File: src/rtl/acker_timer_bank_pkg.sv
// Shared definitions for the timer bank: default sizes, channel state encoding
// and the channel-index width helper.
package acker_timer_bank_pkg;

   localparam int DEF_TIMER_WIDTH    = 26;
   localparam int DEF_NUM_CH         = 4;
   localparam int DEF_PRESCALE_WIDTH = 8;

   typedef enum logic {
      ST_IDLE = 1'b0,
      ST_RUN  = 1'b1
   } ch_state_t;

   // A single-channel bank still carries a 1-bit index so out-of-range values exist.
   function automatic int ch_idx_w(input int n);
      return (n <= 2) ? 1 : $clog2(n);
   endfunction

endpackage

File: src/rtl/acker_timer_channel.sv
// One down-counting timer channel: counter, reload value, mode bit and the
// registered done/expire flags. Advances only on the shared prescaler tick.
module acker_timer_channel
   import acker_timer_bank_pkg::*;
#(
   parameter int TIMER_WIDTH = DEF_TIMER_WIDTH
) (
   input  logic                   clock,
   input  logic                   reset,
   input  logic                   tick,
   input  logic                   ld,
   input  logic [TIMER_WIDTH-1:0] ld_val,
   input  logic                   ld_per,
   input  logic                   stop,
   output logic                   done,
   output logic                   expire
);

   ch_state_t              state;
   logic [TIMER_WIDTH-1:0] count;
   logic [TIMER_WIDTH-1:0] reload;
   logic                   periodic;

   // Priority is load, then stop, then tick; a load or stop in the expiry
   // cycle therefore swallows that expire pulse.
   always_ff @(posedge clock) begin
      if (reset) begin
         state    <= ST_IDLE;
         count    <= '0;
         reload   <= '0;
         periodic <= 1'b0;
         done     <= 1'b1;
         expire   <= 1'b0;
      end else begin
         expire <= 1'b0;
         if (ld) begin
            count    <= ld_val;
            reload   <= ld_val;
            periodic <= ld_per;
            if (ld_val != '0) begin
               state <= ST_RUN;
               done  <= 1'b0;
            end else begin
               state <= ST_IDLE;
               done  <= 1'b1;
            end
         end else if (stop) begin
            state <= ST_IDLE;
            count <= '0;
            done  <= 1'b1;
         end else if (state == ST_RUN && tick) begin
            if (count == TIMER_WIDTH'(1)) begin
               expire <= 1'b1;
               if (periodic) begin
                  count <= reload;
               end else begin
                  state <= ST_IDLE;
                  count <= '0;
                  done  <= 1'b1;
               end
            end else begin
               count <= count - 1'b1;
            end
         end
      end
   end

endmodule

File: src/rtl/acker_timer_bank.sv
// Bank of independent down-counting timers sharing one programmable prescaler.
// Handshake: load_en/stop_en are single-cycle strobes, no ready; acted on at the next edge.
module acker_timer_bank
   import acker_timer_bank_pkg::*;
#(
   parameter int TIMER_WIDTH    = DEF_TIMER_WIDTH,
   parameter int NUM_CH         = DEF_NUM_CH,
   parameter int PRESCALE_WIDTH = DEF_PRESCALE_WIDTH
) (
   input  logic                          clock,
   input  logic                          reset,
   input  logic [PRESCALE_WIDTH-1:0]     prescale,
   input  logic                          load_en,
   input  logic [ch_idx_w(NUM_CH)-1:0]   load_ch,
   input  logic [TIMER_WIDTH-1:0]        load_val,
   input  logic                          load_periodic,
   input  logic                          stop_en,
   input  logic [ch_idx_w(NUM_CH)-1:0]   stop_ch,
   output logic [NUM_CH-1:0]             done,
   output logic [NUM_CH-1:0]             expire,
   output logic                          busy
);

   localparam int CH_IDX_W = ch_idx_w(NUM_CH);

   logic [PRESCALE_WIDTH-1:0] pre_cnt;
   logic                      tick;

   // Using >= lets a prescale value lowered below the current count wrap at once.
   assign tick = (pre_cnt >= prescale);

   always_ff @(posedge clock) begin
      if (reset) begin
         pre_cnt <= '0;
      end else if (tick) begin
         pre_cnt <= '0;
      end else begin
         pre_cnt <= pre_cnt + 1'b1;
      end
   end

   for (genvar i = 0; i < NUM_CH; i++) begin : g_ch
      logic ld;
      logic st;

      assign ld = load_en && (load_ch == CH_IDX_W'(i));
      assign st = stop_en && (stop_ch == CH_IDX_W'(i));

      acker_timer_channel #(
         .TIMER_WIDTH (TIMER_WIDTH)
      ) u_ch (
         .clock  (clock),
         .reset  (reset),
         .tick   (tick),
         .ld     (ld),
         .ld_val (load_val),
         .ld_per (load_periodic),
         .stop   (st),
         .done   (done[i]),
         .expire (expire[i])
      );
   end

   assign busy = ~&done;

endmodule

File: config.mk
export PLATFORM = sky130hd
export DESIGN_NAME = acker_timer_bank
export DESIGN_NICKNAME = d
export VERILOG_FILES = /design/src/rtl/acker_timer_bank_pkg.sv /design/src/rtl/acker_timer_channel.sv /design/src/rtl/acker_timer_bank.sv
export SDC_FILE = /design/constraint.sdc
export NUM_CORES = 1
export LEC_CHECK = 0
export ABC_AREA = 1
export ABC_CLOCK_PERIOD_IN_PS = 2200
export BUFFER_PORTS_ARGS = -buffer_cell sky130_fd_sc_hd__buf_2
export CORE_UTILIZATION = 35
export CTS_CLUSTER_DIAMETER = 30
export DETAILED_ROUTE_END_ITERATION = 7
export PLACE_DENSITY = 0.49
export SYNTH_ARGS = -nofsm -noshare
export SYNTH_HDL_FRONTEND = slang
export SYNTH_HIERARCHICAL = 1
export SYNTH_SLANG_ARGS = --single-unit
export TNS_END_PERCENT = 100
File: constraint.sdc
create_clock -name clock -period 2.2 [get_ports clock]
set_input_delay 0.11 -clock clock [delete_from_list [all_inputs] [get_ports clock]]
set_output_delay 0.11 -clock clock [all_outputs]
set_load 0.02 [all_outputs]
==> results of run 1 <==
-- flip-flops by register name (all words and copies together) (netlist names) --
| name | flops |
|---|---|
| g_ch.u_ch/count | 104 |
| g_ch.u_ch/reload | 104 |
| pre_cnt | 8 |
| g_ch.u_ch/done | 4 |
| g_ch.u_ch/expire | 4 |
| g_ch.u_ch/periodic | 4 |
| g_ch.u_ch/state | 4 |
-- logic make-up after synthesis --
group | Yosys count | synth area share [%]
simple gates | 1264 | 39.3
compound gates | 437 | 16.3
buf+inv | 247 | 7.72
flops | 232 | 32.4
xor+xnor | 48 | 2.93
fa+ha+maj | 17 | 1.48
-- where the power goes --
group          total (W)  leakage [nW]  switching (W)  internal, W
Sequential       0.00475          1.90       0.000269      0.00448
Clock             0.0103          1.23        0.00302      0.00725
Combinational    0.00332          5.08        0.00221      0.00111
Total             0.0183          8.21        0.00550       0.0128
-- final cells by class --
cell class / instances / area share (%)
Clock buffer: 108 / 12.3
Clock inverter: 25 / 1.30
Inverter: 143 / 3.08
Multi-Input combinational cell: 1766 / 47.9
Sequential cell: 232 / 25.8
Tap cell: 525 / 3.65
Timing Repair Buffer: 143 / 5.96
-- through the flow --
step / setup slack (ns) / total power (W) / util (%)
2_1_floorplan: 0.288 / 0.00714 / -
3_3_place_gp: 0.0424 / 0.00804 / 38.2
3_5_place_dp: 0.0458 / 0.00807 / 38.2
4_1_cts: 0.0198 / 0.0185 / 44.8
5_1_grt: -0.0215 / 0.0192 / 44.9
6_report: 0.118 / 0.0183 / 44.9
-- worst register-to-register path, stage by stage, from the launching register on --
cell and delay, ns:
sky130_fd_sc_hd__dfxtp_1 0.32, sky130_fd_sc_hd__ha_1 0.29, sky130_fd_sc_hd__nand2_1 0.08, sky130_fd_sc_hd__nand2_1 0.05, sky130_fd_sc_hd__nand2_1 0.05, sky130_fd_sc_hd__nand2_1 0.06, sky130_fd_sc_hd__nand2_1 0.08, sky130_fd_sc_hd__nand3_1 0.07
sky130_fd_sc_hd__buf_4 0.17, sky130_fd_sc_hd__nand2_1 0.13, sky130_fd_sc_hd__nand2_1 0.16, sky130_fd_sc_hd__buf_6 0.22, sky130_fd_sc_hd__o21ai_0 0.23, sky130_fd_sc_hd__a21oi_2 0.05
-- layer usage --
layer | wire length, µm | GRT usage (%) | vias up
met4 | 1000 | 7.84 | 0
met3 | 2500 | 4.26 | 69
met2 | 23200 | 39.8 | 330
li1 | - | - | 7552
met5 | 0 | 0 | -
met1 | 23700 | 32.4 | 7045
-- worst paths after layout --
kind | cells after the start | startpoint | to | slack (ns)
max | 13 | pre_cnt[1] | g_ch[2].u_ch/count[17] | 0.12
min | 3 | load_val[15] | g_ch[1].u_ch/reload[15] | 0.03
max reg2reg | 13 | pre_cnt[1] | g_ch[2].u_ch/count[17] | 0.12
min reg2reg | 2 | g_ch[3].u_ch/reload[1] | g_ch[3].u_ch/reload[1] | 0.45
-- synthesized netlist by cell type, types with 6 or more instances --
library cell,count,area share [%]
sky130_fd_sc_hd__nand2_1,621,16
sky130_fd_sc_hd__nor2_1,360,9.4
sky130_fd_sc_hd__a21oi_1,276,9.6
sky130_fd_sc_hd__dfxtp_1,232,32
sky130_fd_sc_hd__inv_1,133,3.5
sky130_fd_sc_hd__o21ai_0,120,4.2
sky130_fd_sc_hd__nand3_1,102,3.6
sky130_fd_sc_hd__clkbuf_1,62,1.6
sky130_fd_sc_hd__xor2_1,45,2.7
sky130_fd_sc_hd__nand4_1,41,1.8
sky130_fd_sc_hd__a21oi_2,38,2.3
sky130_fd_sc_hd__nand3_2,30,2.1
sky130_fd_sc_hd__nor2_2,27,1.2
sky130_fd_sc_hd__nor2_4,18,1.4
sky130_fd_sc_hd__ha_1,17,1.5
sky130_fd_sc_hd__buf_6,16,1.3
sky130_fd_sc_hd__nor3_1,16,0.56
sky130_fd_sc_hd__buf_2,12,0.42
sky130_fd_sc_hd__buf_4,12,0.63
sky130_fd_sc_hd__nand2_2,10,0.44
sky130_fd_sc_hd__nand3b_1,8,0.42
sky130_fd_sc_hd__inv_2,6,0.16
sky130_fd_sc_hd__or2_2,6,0.26
-- timing repair --
item                                    CTS  global route
buffers inserted                          0             0
gates resized for setup                   0            24
endpoints found under the setup margin    0           101
hold endpoints to repair                 43             0
hold buffers                             20             0
==> Implementation_results.wiki, run 1 <==
{| class="wikitable"
! Metric !! Value
|-
| Data arrival time at the worst-slack endpoint || roughly 2.5 ns
|-
| Post-synth net total || about 2300
|-
| Worst EP required || 2.65 ns
|-
| Number of antenna-violating nets in the routed design || 0
|-
| Leak Pwr || between 8 and 9 nW
|-
| Number of iterations in the first detailed-routing pass || 5
|-
| Total half-perimeter wirelength after legalization and detailed placement || approximately 34000 µm
|-
| Maximum level of the CTS H-tree || 3
|-
| CTS tree || done
|-
| Average footprint of a synthesized cell || 6.39 µm²
|-
| Family of cells with the greatest summed delay on the critical path || simple AND/OR/NAND/NOR gates
|-
| Post-synthesis async set-or-reset flop share || 0%
|-
| Total setup violations reported at the end of the flow || 0
|-
| Cells after synthesis || ~2200
|-
| Inst Count DP || 2789
|-
| Cell with the largest stage delay on the worst path || sky130_fd_sc_hd__dfxtp_1
|-
| DR vias || between 10000 and 15000
|-
| Cell area after layout || ~0.018 mm²
|-
| Placeable core region || roughly 0.040 mm²
|-
| Routability congestion estimate || 0.849
|-
| Post-Layout Cell Count || approximately 3000
|-
| Final-report max-slew violation count || 0
|-
| Global-route wire length before repair || about 81000 µm
|-
| Die outline area || approximately 0.042 mm²
|-
| Class of the most critical setup path || reg -> reg
|-
| Aggregate global routing overflow || 0
|-
| Cells along the critical path || ha_1 -> nand2_1 -> nand2_1 -> nand2_1 -> nand2_1 -> nand2_1 -> nand3_1 -> buf_4 -> nand2_1 -> nand2_1 -> buf_6 -> o21ai_0 -> a21oi_2
|-
| Total global-route track usage || approximately a quarter
|-
| Post-Synthesis Cell Area || between 0.01 and 0.015 mm²
|-
| Area growth from synthesis to layout || 25.5%
|-
| Number of storage elements in the synthesis netlist || 232
|-
| Most frequently used flop master after synthesis || sky130_fd_sc_hd__dfxtp_1
|-
| Type of element capturing the critical path || register
|-
| Largest stage delay, worst path || 0.32 ns
|-
| # clock sinks || between 200 and 250
|-
| Min-delay worst type || in -> reg
|-
| CTS buffer count || 75
|-
| Tightest slew margin relative to the limit || around 56%
|-
| Standard-cell row count || 73
|-
| Final Hold Fails || 0
|-
| Buffer cell driving the clock tree root || sky130_fd_sc_hd__clkbuf_16
|-
| Clock latency at the later pin of the worst-skew pair || ~0.57 ns
|-
| Sequential cell area || between 0.004 and 0.005 mm²
|-
| Filler Cell Count || around 4200
|-
| Setup TNS after final layout || 0 ns
|-
| Number of flops mapped to enable cells by yosys || 0
|-
| Fraction of layout instances using a drive strength above 1 || between 10% and 20%
|-
| DR DRC count || 0
|-
| Leading cell type in the layout, fill and taps excluded || sky130_fd_sc_hd__nand2_1
|-
| Die outline height || approximately 200 µm
|-
| Number of antenna violations at the first check in global routing || 0
|-
| Outcome || completed
|-
| Post-detailed-route via-to-cell ratio || approximately 5.1
|-
| Top library cells by usage in the layout, fill and taps aside || 620 x sky130_fd_sc_hd__nand2_1, 360 x sky130_fd_sc_hd__nor2_1, 276 x sky130_fd_sc_hd__a21oi_1
|-
| Share of the clock period used by the worst path after layout || between 90% and 100%
|-
| Total number of yosys warnings || 6
|-
| Final net count || approximately 2400
|-
| Clock edge transition at the registers on the reported setup and hold paths || about 0.04 ns
|-
| Initial standard-cell utilization of the core || ~36%
|-
| Setup repair after global routing missed its margin || yes
|-
| Total Routed Length || slightly above 50000 µm
|-
| Maximum capacitance violations || 0
|-
| Worst slew pin tran || around 0.66 ns
|-
| Pwr per Cell Area || 1020 mW/mm²
|-
| Minimum period implied by the final worst setup slack || between 2 and 2.5 ns
|-
| Maximum number of pins on one net before global-route repair || 54
|-
| Kind of start point of the critical path || register
|-
| Most Frequent Cell on Critical Path || sky130_fd_sc_hd__nand2_1
|-
| Area occupied by multi-input gates || about 0.0086 mm²
|-
| Horizontal die dimension || between 200 and 250 µm
|-
| Maximum resistive drop on vdd || 0.474 mV
|-
| Number of DRC markers after the initial detailed-route iteration || 990
|-
| Maximum fanout count along the critical path || 19
|-
| Maximum clock frequency || slightly below 500 MHz
|-
| Placed inst area || 0.0153 mm²
|-
| Maximum count of clock buffers along a single path || 3
|-
| Buffers and inverters on the worst path || 2
|-
| Number of global-route vias before repair || around 15000
|-
| Average routed wire per standard cell || approximately 17 µm
|-
| Worst Clk Skew || about 0.016 ns
|-
| Total of buffers placed on input and output ports || 51
|-
| Number of inserted diodes || 0
|-
| Library cells used by synthesis || 36
|-
| Top-Level Pins || 52
|-
| Hold slack || around 0.034 ns
|-
| Sequential-to-total area share from yosys stat || between 30% and 40%
|}
Power figures use the tool's default switching activity.
==> run 2, diff against run 1 <==
CTS_BUF_LIST = sky130_fd_sc_hd__clkbuf_8   (was default)
==> Implementation_results.wiki, run 2 (same netlist as run 1, synthesis figures left out) <==
{| class="wikitable"
! Metric !! Value
|-
| Placeable core region || 0.0401 mm² (unchanged)
|-
| Maximum resistive drop on vdd || 0.326 mV (-31%)
|-
| Share of the clock period used by the worst path after layout || 96.1% (+1.5 points)
|-
| P_int || 0.00979 W (-24%)
|-
| Relative contribution of sequential cells to total power || 32.1% (+6.2 points)
|-
| Die outline area || 0.0418 mm² (unchanged)
|-
| DR DRC count || 0 (unchanged)
|-
| Largest stage delay, worst path || 0.32 ns (about the same)
|-
| Aggregate global routing overflow || 0 (unchanged)
|-
| Setup TNS after final layout || 0 ns (unchanged)
|-
| Number of antenna violations at the first check in global routing || 0 (unchanged)
|-
| Minimum period implied by the final worst setup slack || 2.11 ns (+0.0322 ns)
|-
| Leak Pwr || 7.88 nW (-4.0%)
|-
| Global-route wire length before repair || 80000 µm (-0.65%)
|-
| Share of total power consumed by net switching || 33.7% (+3.7 points)
|-
| Filler Cell Count || 4275 (+2.7%)
|-
| Clock latency at the later pin of the worst-skew pair || 0.62 ns (+0.05 ns)
|-
| Number of inserted diodes || 0 (unchanged)
|-
| Top library cells by usage in the layout, fill and taps aside || 620 x sky130_fd_sc_hd__nand2_1, 360 x sky130_fd_sc_hd__nor2_1, 276 x sky130_fd_sc_hd__a21oi_1
|-
| Average routed wire per standard cell || 17.0 µm (-0.76%)
|-
| Hold slack || 0.0824 ns (+0.0485 ns)
|-
| Maximum level of the CTS H-tree || 3 (unchanged)
|-
| Maximum count of clock buffers along a single path || 3 (unchanged)
|-
| Leading cell type in the layout, fill and taps excluded || sky130_fd_sc_hd__nand2_1
|-
| Maximum capacitance violations || 0 (unchanged)
|-
| Hold Path Stages || 5 (+2)
|-
| Initial standard-cell utilization of the core || 35.8% (unchanged)
|-
| Family of cells with the greatest summed delay on the critical path || simple AND/OR/NAND/NOR gates
|-
| Number of iterations in the first detailed-routing pass || 5 (unchanged)
|-
| Horizontal die dimension || 204 µm (unchanged)
|-
| Buffers and inverters on the worst path || 2 (unchanged)
|-
| Largest registers || g_ch.u_ch/count x104, g_ch.u_ch/reload x104, pre_cnt x8
|-
| DR vias || 15071 (+0.50%)
|-
| Total Routed Length || 50100 µm (-0.46%)
|-
| Final-report max-slew violation count || 0 (unchanged)
|-
| Maximum number of pins on one net before global-route repair || 54 (unchanged)
|-
| Clock edge transition at the registers on the reported setup and hold paths || 0.05 ns (about the same)
|-
| # clock sinks || 232 (unchanged)
|-
| Number of DRC markers after the initial detailed-route iteration || 994 (+0.40%)
|-
| Routability congestion estimate || 0.849 (unchanged)
|-
| Cells along the critical path || ha_1 -> nand2_1 -> nand2_1 -> nand2_1 -> nand2_1 -> nand2_1 -> nand3_1 -> buf_4 -> nand2_1 -> nand2_1 -> buf_4 -> o21ai_0 -> a21oi_2
|-
| Sequential cell area || 0.00464 mm² (unchanged)
|-
| Buffer cell driving the clock tree root || sky130_fd_sc_hd__clkbuf_8
|-
| Clock share of power || 45.5% (-11 points)
|-
| Tightest slew margin relative to the limit || 56.0% (-0.36 points)
|-
| Die outline height || 204 µm (unchanged)
|-
| Power spent charging and discharging nets || 0.00498 W (-9.4%)
|-
| Class of the most critical setup path || reg -> reg
|-
| Worst Clk Skew || 0.0281 ns (+0.0120 ns)
|-
| Most Frequent Cell on Critical Path || sky130_fd_sc_hd__nand2_1
|-
| Number of global-route vias before repair || 14457 (-0.70%)
|-
| Maximum fanout count along the critical path || 19 (unchanged)
|-
| Post-detailed-route via-to-cell ratio || 5.11 (+0.19%)
|-
| Kind of start point of the critical path || register
|-
| Post-CTS repair timing setup buffer count || 0 (unchanged)
|-
| Fraction of power consumed by combinational cells || 22.5% (+4.4 points)
|-
| Worst EP required || 2.69 ns (+0.04 ns)
|-
| Total half-perimeter wirelength after legalization and detailed placement || 33500 µm (unchanged)
|-
| Pwr per Cell Area || 859 mW/mm² (-16%)
|-
| Number of gates on the worst path with buffers counted || 13 (unchanged)
|-
| Fraction of layout instances using a drive strength above 1 || 16.3% (-0.061 points)
|-
| Maximum clock frequency || 473 MHz (-1.5%)
|-
| Min-delay worst type || in -> reg
|-
| Total of buffers placed on input and output ports || 51 (unchanged)
|-
| Area growth from synthesis to layout || 19.8%
|-
| Data arrival time at the worst-slack endpoint || 2.60 ns (+0.07 ns)
|-
| Total setup violations reported at the end of the flow || 0 (unchanged)
|-
| Outcome || completed
|-
| CTS tree || done
|-
| Standard-cell row count || 73 (unchanged)
|-
| Worst slew pin tran || 0.661 ns (+0.00533 ns)
|-
| Final Hold Fails || 0 (unchanged)
|-
| Cell with the largest stage delay on the worst path || sky130_fd_sc_hd__dfxtp_1
|-
| Area occupied by multi-input gates || 0.00862 mm² (unchanged)
|-
| Type of element capturing the critical path || register
|-
| Top-Level Pins || 52 (unchanged)
|-
| Final net count || 2430 (+0.37%)
|-
| Number of antenna-violating nets in the routed design || 0 (unchanged)
|-
| CTS buffer count || 75 (unchanged)
|-
| Number of cells on the worst reg-to-reg path || 13 (unchanged)
|-
| Total global-route track usage || 24.3% (-0.096 points)
|}
[run 2: area by class of cell]
class	instances	area share (%)
multi-input combinational	1766	50.1
sequential	232	27.0
clock buffer	95	7.60
timing repair buffer	152	6.69
tap	525	3.82
inverter	143	3.19
clock inverter	38	1.54
[run 2: worst reg2reg max path, stage by stage (launching register included)]
cell and delay [ns]:
sky130_fd_sc_hd__dfxtp_1 0.32, sky130_fd_sc_hd__ha_1 0.29, sky130_fd_sc_hd__nand2_1 0.08, sky130_fd_sc_hd__nand2_1 0.06
sky130_fd_sc_hd__nand2_1 0.05, sky130_fd_sc_hd__nand2_1 0.05, sky130_fd_sc_hd__nand2_1 0.08, sky130_fd_sc_hd__nand3_1 0.07
sky130_fd_sc_hd__buf_4 0.17, sky130_fd_sc_hd__nand2_1 0.13, sky130_fd_sc_hd__nand2_1 0.13, sky130_fd_sc_hd__buf_4 0.25
sky130_fd_sc_hd__o21ai_0 0.26, sky130_fd_sc_hd__a21oi_2 0.06
[run 2: routing by layer]
layer | vias to the layer above | GRT usage (%) | part of all wire [%]
li1 | 7566 | - | -
met1 | 7065 | 32.3 | 47
met2 | 367 | 39.8 | 46
met3 | 73 | 4.19 | 5.4
met4 | 0 | 7.68 | 1.8
met5 | - | 0 | 0
[run 2: path summary, 6_finish.rpt]
path                          from                       to  slack [ns]
min reg2reg  g_ch[1].u_ch/periodic    g_ch[1].u_ch/periodic        0.45
min                     load_ch[0]  g_ch[0].u_ch/reload[16]        0.08
max reg2reg             pre_cnt[1]   g_ch[2].u_ch/count[17]        0.09
max                     pre_cnt[1]   g_ch[2].u_ch/count[17]        0.09
[run 2: repair_timing]
item / 4_1_cts / 5_1_grt
hold buffers: 29 / 0
hold endpoints to repair: 90 / 0
endpoints found under the setup margin: 0 / 101
resized for setup: 0 / 15
[run 2: power by group through the flow]
| stage | registers [W] | clock network (W) | logic [W] |
|---|---|---|---|
| 2_1_floorplan | 0.00475 | 0 | 0.00239 |
| 3_3_place_gp | 0.00481 | 0 | 0.00323 |
| 3_5_place_dp | 0.00481 | 0 | 0.00326 |
| 4_1_cts | 0.00473 | 0.00686 | 0.00332 |
| 5_1_grt | 0.00477 | 0.00713 | 0.00376 |
| 6_report | 0.00474 | 0.00672 | 0.00332 |
[run 2: through the flow]
| stage | power, W | area (µm²) | cells | utilization, % | setup WS, ns |
|---|---|---|---|---|---|
| CTS | 0.0149 | 17200 | 2951 | 42.8 | 0.0296 |
| finish | 0.0148 | 17200 | 2951 | 42.9 | 0.0857 |
| floorplan | 0.00714 | 14400 | 2245 | - | 0.288 |
| global route | 0.0157 | 17200 | 2951 | 42.9 | -0.00963 |
| detailed placement | 0.00807 | 15300 | 2789 | 38.2 | 0.0458 |
| global placement | 0.00804 | 15300 | 2789 | 38.2 | 0.0424 |
